==> src/rtl/crc_pkg.sv <==
// Shared definitions for the streaming CRC engine: FSM state encoding and
// default geometry.
package crc_pkg;

  typedef enum logic [1:0] {
    IDLE = 2'd0,
    BUSY = 2'd1,
    DONE = 2'd2
  } state_t;

  localparam int DEF_WCODE  = 4;
  localparam int DEF_WPOLY  = 5;
  localparam int DEF_MAXLEN = 16;

endpackage

==> src/rtl/crc_step.sv <==
// One-word CRC update, MSB first: a purely combinational chain of WCODE
// single-bit shift/feedback stages.
module crc_step #(
  parameter int WCODE = 4,
  parameter int WPOLY = 5
) (
  input  logic [WPOLY-2:0] crc,
  input  logic [WCODE-1:0] data,
  input  logic [WPOLY-1:0] poly,
  output logic [WPOLY-2:0] next_crc
);

  logic [WPOLY-2:0] c;
  logic [WPOLY-1:0] ext;

  // ext holds the shifted register with the feedback bit on top; xoring the
  // full polynomial clears that top bit through the leading 1.
  always_comb begin
    c   = crc;
    ext = '0;
    for (int i = WCODE - 1; i >= 0; i--) begin
      ext            = {c, 1'b0};
      ext[WPOLY-1]   = c[WPOLY-2] ^ data[i];
      if (ext[WPOLY-1]) begin
        ext = ext ^ poly;
      end
      c = ext[WPOLY-2:0];
    end
    next_crc = c;
  end

endmodule

==> src/rtl/crc_stream.sv <==
// Framed streaming CRC engine: i_start opens a frame, one word per accepted
// beat, result held in DONE until the consumer acknowledges it.
module crc_stream
  import crc_pkg::*;
#(
  parameter int WCODE  = DEF_WCODE,
  parameter int WPOLY  = DEF_WPOLY,
  parameter int MAXLEN = DEF_MAXLEN,
  parameter int LW     = $clog2(MAXLEN + 1)
) (
  input  logic             i_clk,
  input  logic             i_rst,
  input  logic             i_start,
  input  logic [WPOLY-1:0] i_poly,
  input  logic [WPOLY-2:0] i_init,
  input  logic             i_valid,
  input  logic [WCODE-1:0] i_data,
  input  logic             i_last,
  output logic             o_ready,
  input  logic             i_ack,
  output logic             o_valid,
  output logic [WPOLY-2:0] o_crc,
  output logic [LW-1:0]    o_len,
  output logic             o_err,
  output logic [1:0]       o_state
);

  // Handshake: a data beat transfers on an edge where i_valid && o_ready;
  // a result transfers on an edge where o_valid && i_ack. i_start overrides
  // both and restarts the frame.
  state_t           state;
  logic [WPOLY-2:0] crc;
  logic [WPOLY-1:0] poly;
  logic [LW-1:0]    len;
  logic             err;
  logic [WPOLY-2:0] crc_next;

  crc_step #(
    .WCODE(WCODE),
    .WPOLY(WPOLY)
  ) u_step (
    .crc     (crc),
    .data    (i_data),
    .poly    (poly),
    .next_crc(crc_next)
  );

  always_ff @(posedge i_clk or posedge i_rst) begin
    if (i_rst) begin
      state <= IDLE;
      crc   <= '0;
      poly  <= '0;
      len   <= '0;
      err   <= 1'b0;
    end else if (i_start) begin
      state <= BUSY;
      crc   <= i_init;
      poly  <= i_poly;
      len   <= '0;
      err   <= 1'b0;
    end else begin
      case (state)
        IDLE: state <= IDLE;
        BUSY: begin
          if (i_valid) begin
            crc <= crc_next;
            len <= len + LW'(1);
            if (i_last) begin
              state <= DONE;
            end else if (len == LW'(MAXLEN - 1)) begin
              // Frame filled without a terminating word: flag truncation.
              err   <= 1'b1;
              state <= DONE;
            end
          end
        end
        DONE: begin
          if (i_ack) begin
            state <= IDLE;
          end
        end
        default: state <= IDLE;
      endcase
    end
  end

  assign o_ready = (state == BUSY);
  assign o_valid = (state == DONE);
  assign o_crc   = crc;
  assign o_len   = len;
  assign o_err   = err;
  assign o_state = state;

endmodule

==> config.mk <==
export PLATFORM = sky130hd
export DESIGN_NAME = crc_stream
export DESIGN_NICKNAME = d
export VERILOG_FILES = /design/src/rtl/crc_pkg.sv /design/src/rtl/crc_step.sv /design/src/rtl/crc_stream.sv
export SDC_FILE = /design/constraint.sdc
export NUM_CORES = 1
export LEC_CHECK = 0
export CORE_UTILIZATION = 41
export CTS_BUF_LIST = sky130_fd_sc_hd__clkbuf_8
export DETAILED_ROUTE_END_ITERATION = 16
export GPL_TIMING_DRIVEN = 0
export PLACE_DENSITY = 0.76
export SLEW_MARGIN = 15
export SYNTH_ARGS = -nofsm -noshare
export SYNTH_HDL_FRONTEND = slang
export SYNTH_HIERARCHICAL = 1
export SYNTH_SLANG_ARGS = --single-unit
==> constraint.sdc <==
create_clock -name i_clk -period 2.3 [get_ports i_clk]
set_input_delay 0.69 -clock i_clk [delete_from_list [all_inputs] [get_ports i_clk]]
set_output_delay 0.69 -clock i_clk [all_outputs]
set_load 0.02 [all_outputs]
==> results of run 1 <==
worst max-delay path: stages (launching register included):
cell,delay [ps]
dfrtp_1,440
and2b_1,240
clkdlybuf4s50_1,610
worst paths after layout:
kind                       cells after the start  slack, ps    endpoint
max                                            2         80     o_valid
min                                            2        510       o_err
max reg2reg                                    8        170    o_crc[2]
min reg2reg                                    2        510       o_err
max in group asynchronous                      2       1070       o_err
min in group asynchronous                      2        820  o_state[1]
cells in the final DEF (no fill, tap or decap), types with 2 or more instances in the layout:
cell,instances
o21ai_0,6
or3_1,2
o22ai_1,2
inv_1,6
and3_2,2
nor3_1,2
mux2_2,4
clkbuf_1,2
nor2b_1,6
clkbuf_2,2
buf_4,3
a31oi_1,2
nor2_1,3
xnor2_1,9
nand2b_1,3
nand2_1,12
clkbuf_8,3
and3_1,4
ha_1,2
dfrtp_1,16
a21oi_1,15
clkdlybuf4s50_1,26
xor2_4,2
state kept, by name (all words and copies together), names as in the netlist:
register	cells
o_len	5
o_crc	4
poly	4
o_state	2
o_err	1
cell type report:
| cell class | count | share of cell area |
|---|---|---|
| clock buffer | 3 | 0.0265 |
| multi-input combinational | 95 | 0.467 |
| sequential | 16 | 0.257 |
| tap | 30 | 0.0241 |
| inverter | 6 | 0.0145 |
| buffer | 4 | 0.0129 |
| timing repair buffer | 32 | 0.197 |
timing repair:
action | CTS | global route
pin swaps | 4 | 6
buffers inserted | 2 | 0
resized for setup | 10 | 8
setup endpoints to repair | 4 | 5
metal layers:
layer | routed length (µm) | vias up | global-route usage
li1 | - | 488 | -
met1 | 1110 | 465 | 0.236
met2 | 1330 | 27 | 0.385
met3 | 99 | 4 | 0.0339
met4 | 23 | 0 | 0.0833
met5 | 0 | - | 0
power by group through the flow:
stage	Combinational [mW]	Sequential, mW	Clock, mW
floorplan	0.293	0.367	0
global placement	0.429	0.349	0
detailed placement	0.436	0.351	0
CTS	0.471	0.353	0.210
global route	0.530	0.360	0.221
finish	0.488	0.356	0.206
through the flow:
| stage | util | setup TNS [ps] | setup WS (ps) | std cells | hold WS (ps) |
|---|---|---|---|---|---|
| 5_1_grt | 0.622 | 0 | 0.262 | 186 | 532 |
| 3_3_place_gp | 0.573 | -2400 | -630 | 181 | 487 |
| 4_1_cts | 0.612 | 0 | 4.23 | 186 | 514 |
| 2_1_floorplan | - | 0 | 61.5 | 121 | 479 |
| 6_report | 0.622 | 0 | 76.7 | 186 | 506 |
| 3_5_place_dp | 0.573 | -2460 | -656 | 181 | 498 |
==> results_dict.tcl, run 1 <==
set metrics [dict create \
    pwr-share-seq 0.339 \
    fmax_mhz 450 \
    p_switching_mw 0.369 \
    end_kind "output port" \
    dp_hpwl_um 1820 \
    drc 0 \
    rr_startpoint "o_crc[3]" \
    cts_hold_buf 0 \
    tightest_slew_ps 631 \
    grtUsageTotal 0.209 \
    tritoncts "done" \
    overflow 0 \
    fin_crit_ps 2220 \
    start_util 0.437 \
    p_total_mw 1.05 \
    multi_input_area_um2 727 \
    dieArea_mm2 0.00288 \
    cts_num_sinks 16 \
    ios 33 \
    syn_area_mm2 0.00109 \
    numCtsBuffers 3 \
    hp-start "o_err" \
    regArea_um2 400 \
    nFillCells 216 \
    rsz0062_at_grt "no" \
    setup_violations 0 \
    vdd_drop_max_mv 0.440 \
    p_int_mw 0.681 \
    post_dp_cell_area_mm2 0.00143 \
    num_antenna_cells 0 \
    cts_max_level 1 \
    grt_pass1_wl_um 4330 \
    drive_gt1_frac 0.160 \
    clk_latency_ps 240 \
    grt_max_degree 17 \
    drt-pass1-iter-count 4 \
    cp_max_fo 5 \
    via_per_inst 5.29 \
    critical_path_class "reg2out" \
    sw_frac_of_total 0.351 \
    start_kind "register" \
    min-delay-path-class "reg2reg" \
    drv_cap 0 \
    die_x_um 53.6 \
    grt_pass1_vias 1045 \
    finalHoldViolations 0 \
    area_delta_synth_final_pct 42.2 \
    period_share 0.967 \
    nNetsFinal 179 \
    outcome "completed" \
    gp_congestion 0.806 \
    clk_path_buf_depth 2 \
    root_buffer "clkbuf_8" \
    clkPwrFrac 0.197 \
    drt_iter0_drc 12 \
    stdcell_area_mm2 0.00156 \
    powerDensity_mw_per_mm2 675 \
    crit_required_ps 1610 \
    rows 18 \
    relSlewSlack 0.579 \
    finClkSkew_ps 1.25 \
    clk_pin_slew_worst_paths_ps 60 \
    io_buffers 30 \
    ant_nets 0 \
    combPwrFrac 0.464 \
    synthCells 121 \
    wl_per_cell_um 13.8 \
    maxSlewViolCount 0 \
    synth_nets 142 \
    crit_path_start "o_state[0]" \
    die_y_um 53.6 \
    cellLeakagePower_nw 0.647 \
    syn_avg_cell_area_um2 9.04 \
    cp_data_arrival_time_ps 1530 \
    antenna_found_initial 0 \
    totalWireLength_um 2560 \
    num_vias 984 \
    core_mm2 0.00250 \
    yosys_warnings 6 \
]
Note: power is estimated with default switching activity, not from simulation.
==> run 2: changes to the inputs <==
Settings changed: CORE_ASPECT_RATIO set to 0.9.
==> run 2 against run 1 <==
Clock skew rose by 4.9 ps. Critical endpoint is now o_ready. Critical path depth did not move. Critical path type unchanged. Core utilization rose by 0.13 points. Largest power group unchanged. Highest routed layer is now met3. Global-route usage fell by 1.6 points. Final area fell by 0.24%.
==> results_dict.tcl, run 2 (synthesis results as in run 1) <==
set metrics [dict create \
    cp_data_arrival_time_ps 1560 \
    nNetsFinal 180 \
    critPathMaxStageDelay_ps 640 \
    tightest_slew_ps 600 \
    via_per_inst 5.33 \
    grt_pass1_wl_um 4370 \
    end_kind "output port" \
    grt_max_degree 17 \
    drc 0 \
    drt_iter0_drc 31 \
    start_kind "register" \
    cp_max_fo 5 \
    overflow 0 \
    cts_hold_buf 0 \
    grtUsageTotal 0.192 \
    powerDensity_mw_per_mm2 711 \
    cp_num_buf_inv 1 \
    area_delta_synth_final_pct 41.9 \
    core_mm2 0.00249 \
    drt-pass1-iter-count 4 \
    maxSlewViolCount 0 \
    outcome "completed" \
    grt_pass1_vias 1019 \
    cp_slowest_cell "clkdlybuf4s50_1" \
    period_share 0.976 \
    ios 33 \
    die_y_um 51.0 \
    worstPathCellList "nor2b_1 > clkdlybuf4s50_1" \
    ant_nets 0 \
    rows 17 \
    drv_cap 0 \
    cts_max_level 1 \
    dieArea_mm2 0.00288 \
    cellLeakagePower_nw 0.654 \
    path_delay_family "buffers and inverters" \
    drive_gt1_frac 0.184 \
    final_common_cell "clkdlybuf4s50_1" \
    finalHoldViolations 0 \
    tritoncts "done" \
    rsz0062_at_grt "yes" \
    numCtsBuffers 3 \
    setup_tns_ps 0 \
    cts_num_sinks 16 \
    dp_hpwl_um 1950 \
    final_cell_mix "27 x clkdlybuf4s50_1, 16 x dfrtp_1, 15 x a21oi_1" \
    largest_reg_flops 5 \
    clk_path_buf_depth 2 \
    holdWs_ps 496 \
    totalWireLength_um 2670 \
    num_vias 992 \
    io_buffers 30 \
    antenna_found_initial 0 \
    critical_path_class "reg2out" \
    clk_pin_slew_worst_paths_ps 70 \
    gp_congestion 0.807 \
    fin_crit_ps 2250 \
    num_antenna_cells 0 \
    vdd_drop_max_mv 0.460 \
    start_util 0.439 \
    relSlewSlack 0.600 \
    wl_per_cell_um 14.3 \
    min-delay-path-class "reg2reg" \
    root_buffer "clkbuf_8" \
    fmax_mhz 445 \
    finClkSkew_ps 6.11 \
    die_x_um 56.4 \
    crit_required_ps 1610 \
    clk_latency_ps 250 \
    setup_violations 0 \
]
[run 2: per-stage QoR]
stage	std cells	total power, mW	cell area, µm²	setup WS, ps	util
detailed placement	179	0.791	1430	-671	0.574
floorplan	121	0.660	1090	61.5	-
CTS	186	1.08	1540	17.2	0.618
global route	186	1.16	1550	-16.7	0.623
global placement	179	0.778	1430	-646	0.574
finish	186	1.10	1550	54.1	0.623
[run 2: worst paths after layout]
| kind | from | cells past startpoint | endpoint | slack [ps] |
|---|---|---|---|---|
| max reg2reg | poly[3] | 9 | o_crc[2] | 100 |
| min reg2reg | o_err | 2 | o_err | 500 |
| min in group asynchronous | i_rst | 2 | o_len[4] | 810 |
| min | o_err | 2 | o_err | 500 |
| max in group asynchronous | i_rst | 2 | poly[0] | 1100 |
| max | o_state[0] | 2 | o_ready | 50 |
[run 2: final cells by class]
class	count	area [µm²]
multi-input combinational	95	707
tap	28	35.0
buffer	4	20.0
clock buffer	4	55.1
fill	224	937
timing repair buffer	33	312
sequential	16	400
inverter	6	22.5
[run 2: timing repair]
item / 4_1_cts / 5_1_grt
gates resized for setup: 10 / 8
buffers inserted: 3 / 0
pin swaps: 5 / 7
setup endpoints to repair: 4 / 3
[run 2: worst min-delay path: cells and delay by family, from the launching register on]
kind | cells | cell delay, ps
compound gates | 1 | 50
flops | 1 | 340
simple gates | 1 | 70
[run 2: power by group]
part	internal, mW	total (mW)	leakage (nW)	switching [mW]
logic	0.263	0.505	0.426	0.242
clock network	0.152	0.246	0.0288	0.0948
registers	0.308	0.351	0.198	0.0426
total	0.723	1.10	0.654	0.379
[run 2: per-layer routing]
| metal | vias up | track usage | part of all wire | wire (µm) |
|---|---|---|---|---|
| met3 | 0 | 0.0380 | 0.044 | 117 |
| li1 | 495 | - | - | - |
| met4 | 0 | 0.0650 | 0 | 0 |
| met5 | - | 0 | 0 | 0 |
| met1 | 473 | 0.229 | 0.44 | 1170 |
| met2 | 24 | 0.347 | 0.52 | 1380 |
